### src/rtl/btn_pkg.sv
// btn_pkg: shared state encodings and counter-width helper for btn_repeat
package btn_pkg;
  typedef enum logic [1:0] {ST_IDLE = 2'd0, ST_DELAY = 2'd1, ST_REPEAT = 2'd2} state_t;
  function automatic int cnt_width(input int h, input int r);
    int m;
    m = h > r ? h : r;
    return $clog2(m) < 1 ? 1 : $clog2(m);
  endfunction
endpackage

### src/rtl/btn_repeat.sv
// btn_repeat: turns a debounced button level into press / auto-repeat / release strobes
module btn_repeat
  import btn_pkg::*;
#(
  parameter int HOLD_DELAY    = 50000000,
  parameter int REPEAT_PERIOD = 10000000
) (
  input  logic clk,
  input  logic reset,
  input  logic i_btnin,
  input  logic i_repeat_en,
  output logic o_press,
  output logic o_rpt,
  output logic o_pulse,
  output logic o_release,
  output logic o_held
);
  localparam int CW = cnt_width(HOLD_DELAY, REPEAT_PERIOD);
  localparam logic [CW-1:0] H_LAST = CW'(HOLD_DELAY - 1);
  localparam logic [CW-1:0] R_LAST = CW'(REPEAT_PERIOD - 1);
  state_t r_state, w_nstate;
  logic [CW-1:0] r_cnt, w_ncnt;
  logic w_press, w_rpt, w_release;
  logic r_press, r_rpt, r_pulse, r_release, r_held;
  always_comb begin
    w_nstate  = r_state;
    w_ncnt    = r_cnt;
    w_press   = 1'b0;
    w_rpt     = 1'b0;
    w_release = 1'b0;
    case (r_state)
      ST_IDLE:
        if (i_btnin) begin
          w_nstate = ST_DELAY;
          w_ncnt   = '0;
          w_press  = 1'b1;
        end
      ST_DELAY:
        if (!i_btnin) begin
          w_nstate  = ST_IDLE;
          w_ncnt    = '0;
          w_release = 1'b1;
        end else if (r_cnt == H_LAST) begin
          // without repeat_en the counter parks at the compare value
          if (i_repeat_en) begin
            w_nstate = ST_REPEAT;
            w_ncnt   = '0;
            w_rpt    = 1'b1;
          end
        end else w_ncnt = r_cnt + 1'b1;
      ST_REPEAT:
        if (!i_btnin) begin
          w_nstate  = ST_IDLE;
          w_ncnt    = '0;
          w_release = 1'b1;
        end else if (i_repeat_en) begin
          w_ncnt = r_cnt == R_LAST ? '0 : r_cnt + 1'b1;
          w_rpt  = r_cnt == R_LAST;
        end
      default: begin
        w_nstate = ST_IDLE;
        w_ncnt   = '0;
      end
    endcase
  end
  always_ff @(posedge clk) begin
    if (reset) begin
      r_state   <= ST_IDLE;
      r_cnt     <= '0;
      r_press   <= 1'b0;
      r_rpt     <= 1'b0;
      r_pulse   <= 1'b0;
      r_release <= 1'b0;
      r_held    <= 1'b0;
    end else begin
      r_state   <= w_nstate;
      r_cnt     <= w_ncnt;
      r_press   <= w_press;
      r_rpt     <= w_rpt;
      r_pulse   <= w_press | w_rpt;
      r_release <= w_release;
      r_held    <= w_nstate != ST_IDLE;
    end
  end
  assign o_press   = r_press;
  assign o_rpt     = r_rpt;
  assign o_pulse   = r_pulse;
  assign o_release = r_release;
  assign o_held    = r_held;
endmodule

### config.mk
export PLATFORM = sky130hd
export DESIGN_NAME = btn_repeat
export DESIGN_NICKNAME = d
export VERILOG_FILES = /design/src/rtl/btn_pkg.sv /design/src/rtl/btn_repeat.sv
export SDC_FILE = /design/constraint.sdc
export NUM_CORES = 1
export LEC_CHECK = 0
export CAP_MARGIN = 10
export CORE_MARGIN = 2
export CORE_UTILIZATION = 50
export CTS_CLUSTER_DIAMETER = 40
export CTS_CLUSTER_SIZE = 28
export DETAILED_ROUTE_END_ITERATION = 6
export GPL_ROUTABILITY_DRIVEN = 1
export GPL_TIMING_DRIVEN = 0
export PLACE_DENSITY_LB_ADDON = 0.05
export SLEW_MARGIN = 10
export SYNTH_ARGS = -nofsm -noshare
export SYNTH_HDL_FRONTEND = slang
export SYNTH_SLANG_ARGS = --single-unit
### constraint.sdc
create_clock -name clk -period 4.05 [get_ports clk]
set_clock_uncertainty 0.2 [all_clocks]
set_input_delay 0.6075 -clock clk [delete_from_list [all_inputs] [get_ports clk]]
set_output_delay 0.6075 -clock clk [all_outputs]
set_load 0.05 [all_outputs]
# --- After elaboration in Yosys (flattened, before gate mapping) ---
# Cells that the tools add are included.
# Widths: inputs -> output; s select.
classes:
  n_addsub: 1
  n_eq_ne: 7
  muxes: 23
  bitwise_logic: 2
  n_reduce_logical: 5
ops:
  columns: ["op", "count"]
  rows:
  - ["$mux 26", 7]
  - ["$pmux 26 s3", 1]
  - ["$add 26x1->26 const B", 1]
  - ["$eq 26x24->1 const B", 1]
  - ["$eq 26x26->1 const B", 1]
  - ["$mux 2", 5]
  - ["$mux 1", 8]
  - ["$pmux 2 s3", 1]
  - ["$ne 4x4->1 const B", 1]
  - ["$reduce_or 2->1", 2]
  - ["$ne 3x3->1 const B", 1]
  - ["$reduce_and 3->1", 1]
  - ["$eq 2x1->1 const B", 1]
  - ["$eq 2x2->1 const B", 1]
  - ["$logic_not 2->1", 1]
  - ["$ne 2x2->1 const B", 1]
  - ["$pmux 1 s2", 1]
  - ["$reduce_bool 2->1", 1]
  - ["$not 1->1", 1]
  - ["$or 1x1->1", 1]
word_totals:
  reg_bits: 33
  output_inout_bits: 5

# --- Logic depth before layout (Yosys ltp) ---
logic_depth:
  ltp_word: 5
  mapped_depth: 8

# --- Worst setup path before layout ---
# No wires, ideal clock.
synth_timing:
  path_kind: "input to register"
  start: "input i_btnin"
  end: "register r_cnt[12]"
  setup_time_ps: 127
  arrival_ps: 1852
  path_slack_ps: 1871
  cell_stages: 7
  cell_sequence: "buf_2 -> nor2b_1 -> nor2_1 -> nor4_2 -> o21ai_2 -> buf_2 -> a22oi_1"
synth_between:
  elab_chain_len: 2
synth_rtl:
  columns: ["item", "line_no", "source"]
  rows:
  - ["from (decl)", "btn_repeat.sv:10", "input logic i_btnin,"]
  - ["$ne 4x4->1 (no source line) (tied with other cells)", null, null]
  - ["$reduce_and 3->1 (no source line) or $pmux 26 s3 (tied branches)", null, null]
  - ["to (signal assigned)", "btn_repeat.sv:77", "r_cnt <= w_ncnt;"]
  - ["to (decl)", "btn_repeat.sv:22", "logic [CW-1:0] r_cnt, w_ncnt;"]
# Parallel ways exist; a longest one is shown, timed or not.
# A chain may end at the register's enable or synchronous reset.

# --- Worst setup path in the final report ---
layout_timing:
  start: "input i_btnin"
  end: "register r_cnt[5]"
# Same word-level chain as after synthesis.

==> impl_results.md <==
* Outcome: complete, no violations
* Final Max Slew Viols at 0
* Initial DRC Count at 159
* Slew margin rel. at 0.5139
* Largest net degree at the start of global routing at 11
* Setup_tns at 0 ns
* Worst-margin pin slew at 0.7265 ns
* Most common cell after layout, fill and taps aside: dfxtp_1
* RSZ-0062 raised after global routing: no
* CTS root buffer: clkbuf_8
* Minimum clock period after layout at 2.894 ns
* Pwr Density at 268.2 nW/um^2
* Req. time, crit path at 4.02 ns
* XOR/XNOR Fraction of Synth Area at 0.02776
* Adder-cell share of the synthesized area at 0.03286
* Routability congestion estimate at 0.8672
* H-tree levels at 2
* Mapped Area at 2208 um^2
* Drc violations at 0
* DR vias/cell at 6.570
* Placed Cells at 313
* Warnings, synthesis at 0
* M1 WL at 2.569 mm
* Core Region at 4294 um^2
* Yosys cell types at 67
* Main combinational cell family by area after synthesis: simple AND/OR/NAND/NOR gates
* Total power at 0.0006526 W
* Simple-gate portion of the synthesized area at 0.3354
* Worst vdd rail ir drop at 0.1933 mV
* Async set-reset flop share out of synthesis at 0
* Die footprint at 4965 um^2
* Number of global-route vias before repair at 1,982
* Setup bufs post-CTS at 0
* CTS tree: yes
* Commonest cells after routing, fill and taps aside: dfxtp_1, nand3_1, nand2_1
* Layout cells sized above 1 at 0.1487
* Ports at 9
* Mapped Cells at 253
* Leak pwr at 0.7587 nW
* Routed wl met3 at 247 um
* Starting density of the core at 0.5143
* Finish-stage setup viols at 0
* Arr. time, crit path at 2.86 ns
* Pre-antenna DRT Iters at 5
* Worst Setup End Kind: flop
* Area Growth Syn to Fin at 10.20%
* Grt ovf at 0
* CTS clk-pin slew, worst paths at 0.07 ns
* Die height at 70.46 um
* Clk buf depth at 2
* Synthesized Nets at 262
* Post-route ant nets at 0
* N_diodes at 0
* Routed length per instance at 17.30 um
* CP Class: input pin to flop
* Vias at 2,109
* Seq/Total Area, Yosys at 0.2992
* Worst min-delay path class: flop to flop
* Mean Syn Cell Area at 8.729 um^2
* First-pass GRT wire length at 9.597 mm
* Gr usage total at 0.2417
* WL final at 5.552 mm
* Skew-Pair Late Insertion Delay at 0.29 ns
* Clk sinks at 33
* Max-cap violations at 0
* Core Util, Final at 0.5667
* CP Max Fanout at 10
* Post-synth top flop: dfxtp_1
* Hold_buf cts at 0
* PostCTS Resize Cnt at 0
* Num CTS Buffers at 5
* Yosys reg bits at 33
* Compound-Gate Fraction of Synth Area at 0.2431
* Layout Cells excl Fill at 321
* Met2 routed WL at 2.616 mm
* Crit start category: input pin
* Post-synth EDFFs at 0
* Layout Nets at 277
* Hold Fails Final Rpt at 0
* Top Metal Used: met4
* Chip Width at 70.46 um
* # port buffers at 8
* Dpl hpwl at 4.075 mm
* FMAX at 345.5 MHz
* Mux share of post-synthesis cell area at 0.004533
* Row count at 24
* Fin crit share at 0.7147
* Initial antenna violation count at 0
metal layers:
metal  up-vias  global-route usage
li1       1013                   -
met1      1028              0.3229
met2        55              0.3805
met3        13             0.04906
met4         0             0.09615
met5         -                   0
through the flow:
stage               setup WS (ns)  hold slack, ns  instance area, um^2
floorplan                   1.871          0.2921                 2208
global placement           0.9344          0.3235                 2354
detailed placement         0.8994          0.3216                 2354
CTS                         1.205          0.3318                 2434
global route                1.001          0.3553                 2434
finish                      1.156          0.3330                 2434
kinds of logic (layout without fill, tap and decap cells):
group           count (synthesis)  count (layout)
xor+xnor                        7               7
flops                          33              33
compound gates                 70              70
simple gates                  114             114
fa+ha+maj                       6               6
mux                             1               1
buf+inv                        22              38
path summary, 6_finish.rpt:
kind	cells after the start	end	slack, ns	start
setup / recovery	8	r_cnt[5]	1.16	i_btnin
hold / removal	2	r_cnt[1]	0.33	r_cnt[1]
setup reg to reg	8	r_cnt[5]	1.32	r_state[0]
hold reg to reg	2	r_cnt[1]	0.33	r_cnt[1]
worst max-delay path, cell delays in order:
cell and delay, ns:
clkdlybuf4s50_1 0.42, buf_2 0.18, nor2b_1 0.17, nor2_1 0.57
nor4_2 0.08, o21ai_2 0.38, buf_2 0.32, a22oi_1 0.12
cells in the mapped netlist (3+ instances only):
master / count / area [um^2]
dfxtp_1: 33 / 660.6
nand3_1: 18 / 90.09
nand2_1: 15 / 56.30
nor3_1: 13 / 65.06
a21oi_1: 12 / 60.06
nor2_1: 11 / 41.29
a22oi_1: 8 / 60.06
a32oi_1: 8 / 70.07
inv_1: 8 / 30.03
o21ai_0: 7 / 35.03
xnor2_1: 7 / 61.31
buf_2: 6 / 30.03
ha_1: 5 / 62.56
nand4_1: 5 / 31.28
nor2b_1: 5 / 31.28
a31oi_1: 4 / 25.02
nand2b_1: 4 / 25.02
nor4_2: 4 / 50.05
o31a_1: 4 / 35.03
or3_1: 4 / 25.02
a211o_1: 3 / 26.28
and2_1: 3 / 18.77
and3_1: 3 / 18.77
buf_4: 3 / 22.52
nor4_1: 3 / 18.77
nor4b_1: 3 / 26.28
where the power goes:
part	switching, W	internal, W
logic	0.0000531	0.0000253
registers	0.00000325	0.000329
clock network	0.000119	0.000122
sequential cells by signal, summed over array words and instances, names as in the netlist:
register   cells
r_cnt         26
o_held         1
o_press        1
r_state        2
o_rpt          1
o_release      1
o_pulse        1
cell type report:
class | count | area [um^2]
Clock buffer | 8 | 80.08
Tap cell | 52 | 65.06
Buffer | 14 | 96.34
Sequential cell | 33 | 660.6
Fill cell | 435 | 1861
Multi-Input combinational cell | 198 | 1421
Inverter | 8 | 30.03
Timing Repair Buffer | 8 | 80.08
Power figures use the tool's default switching activity.
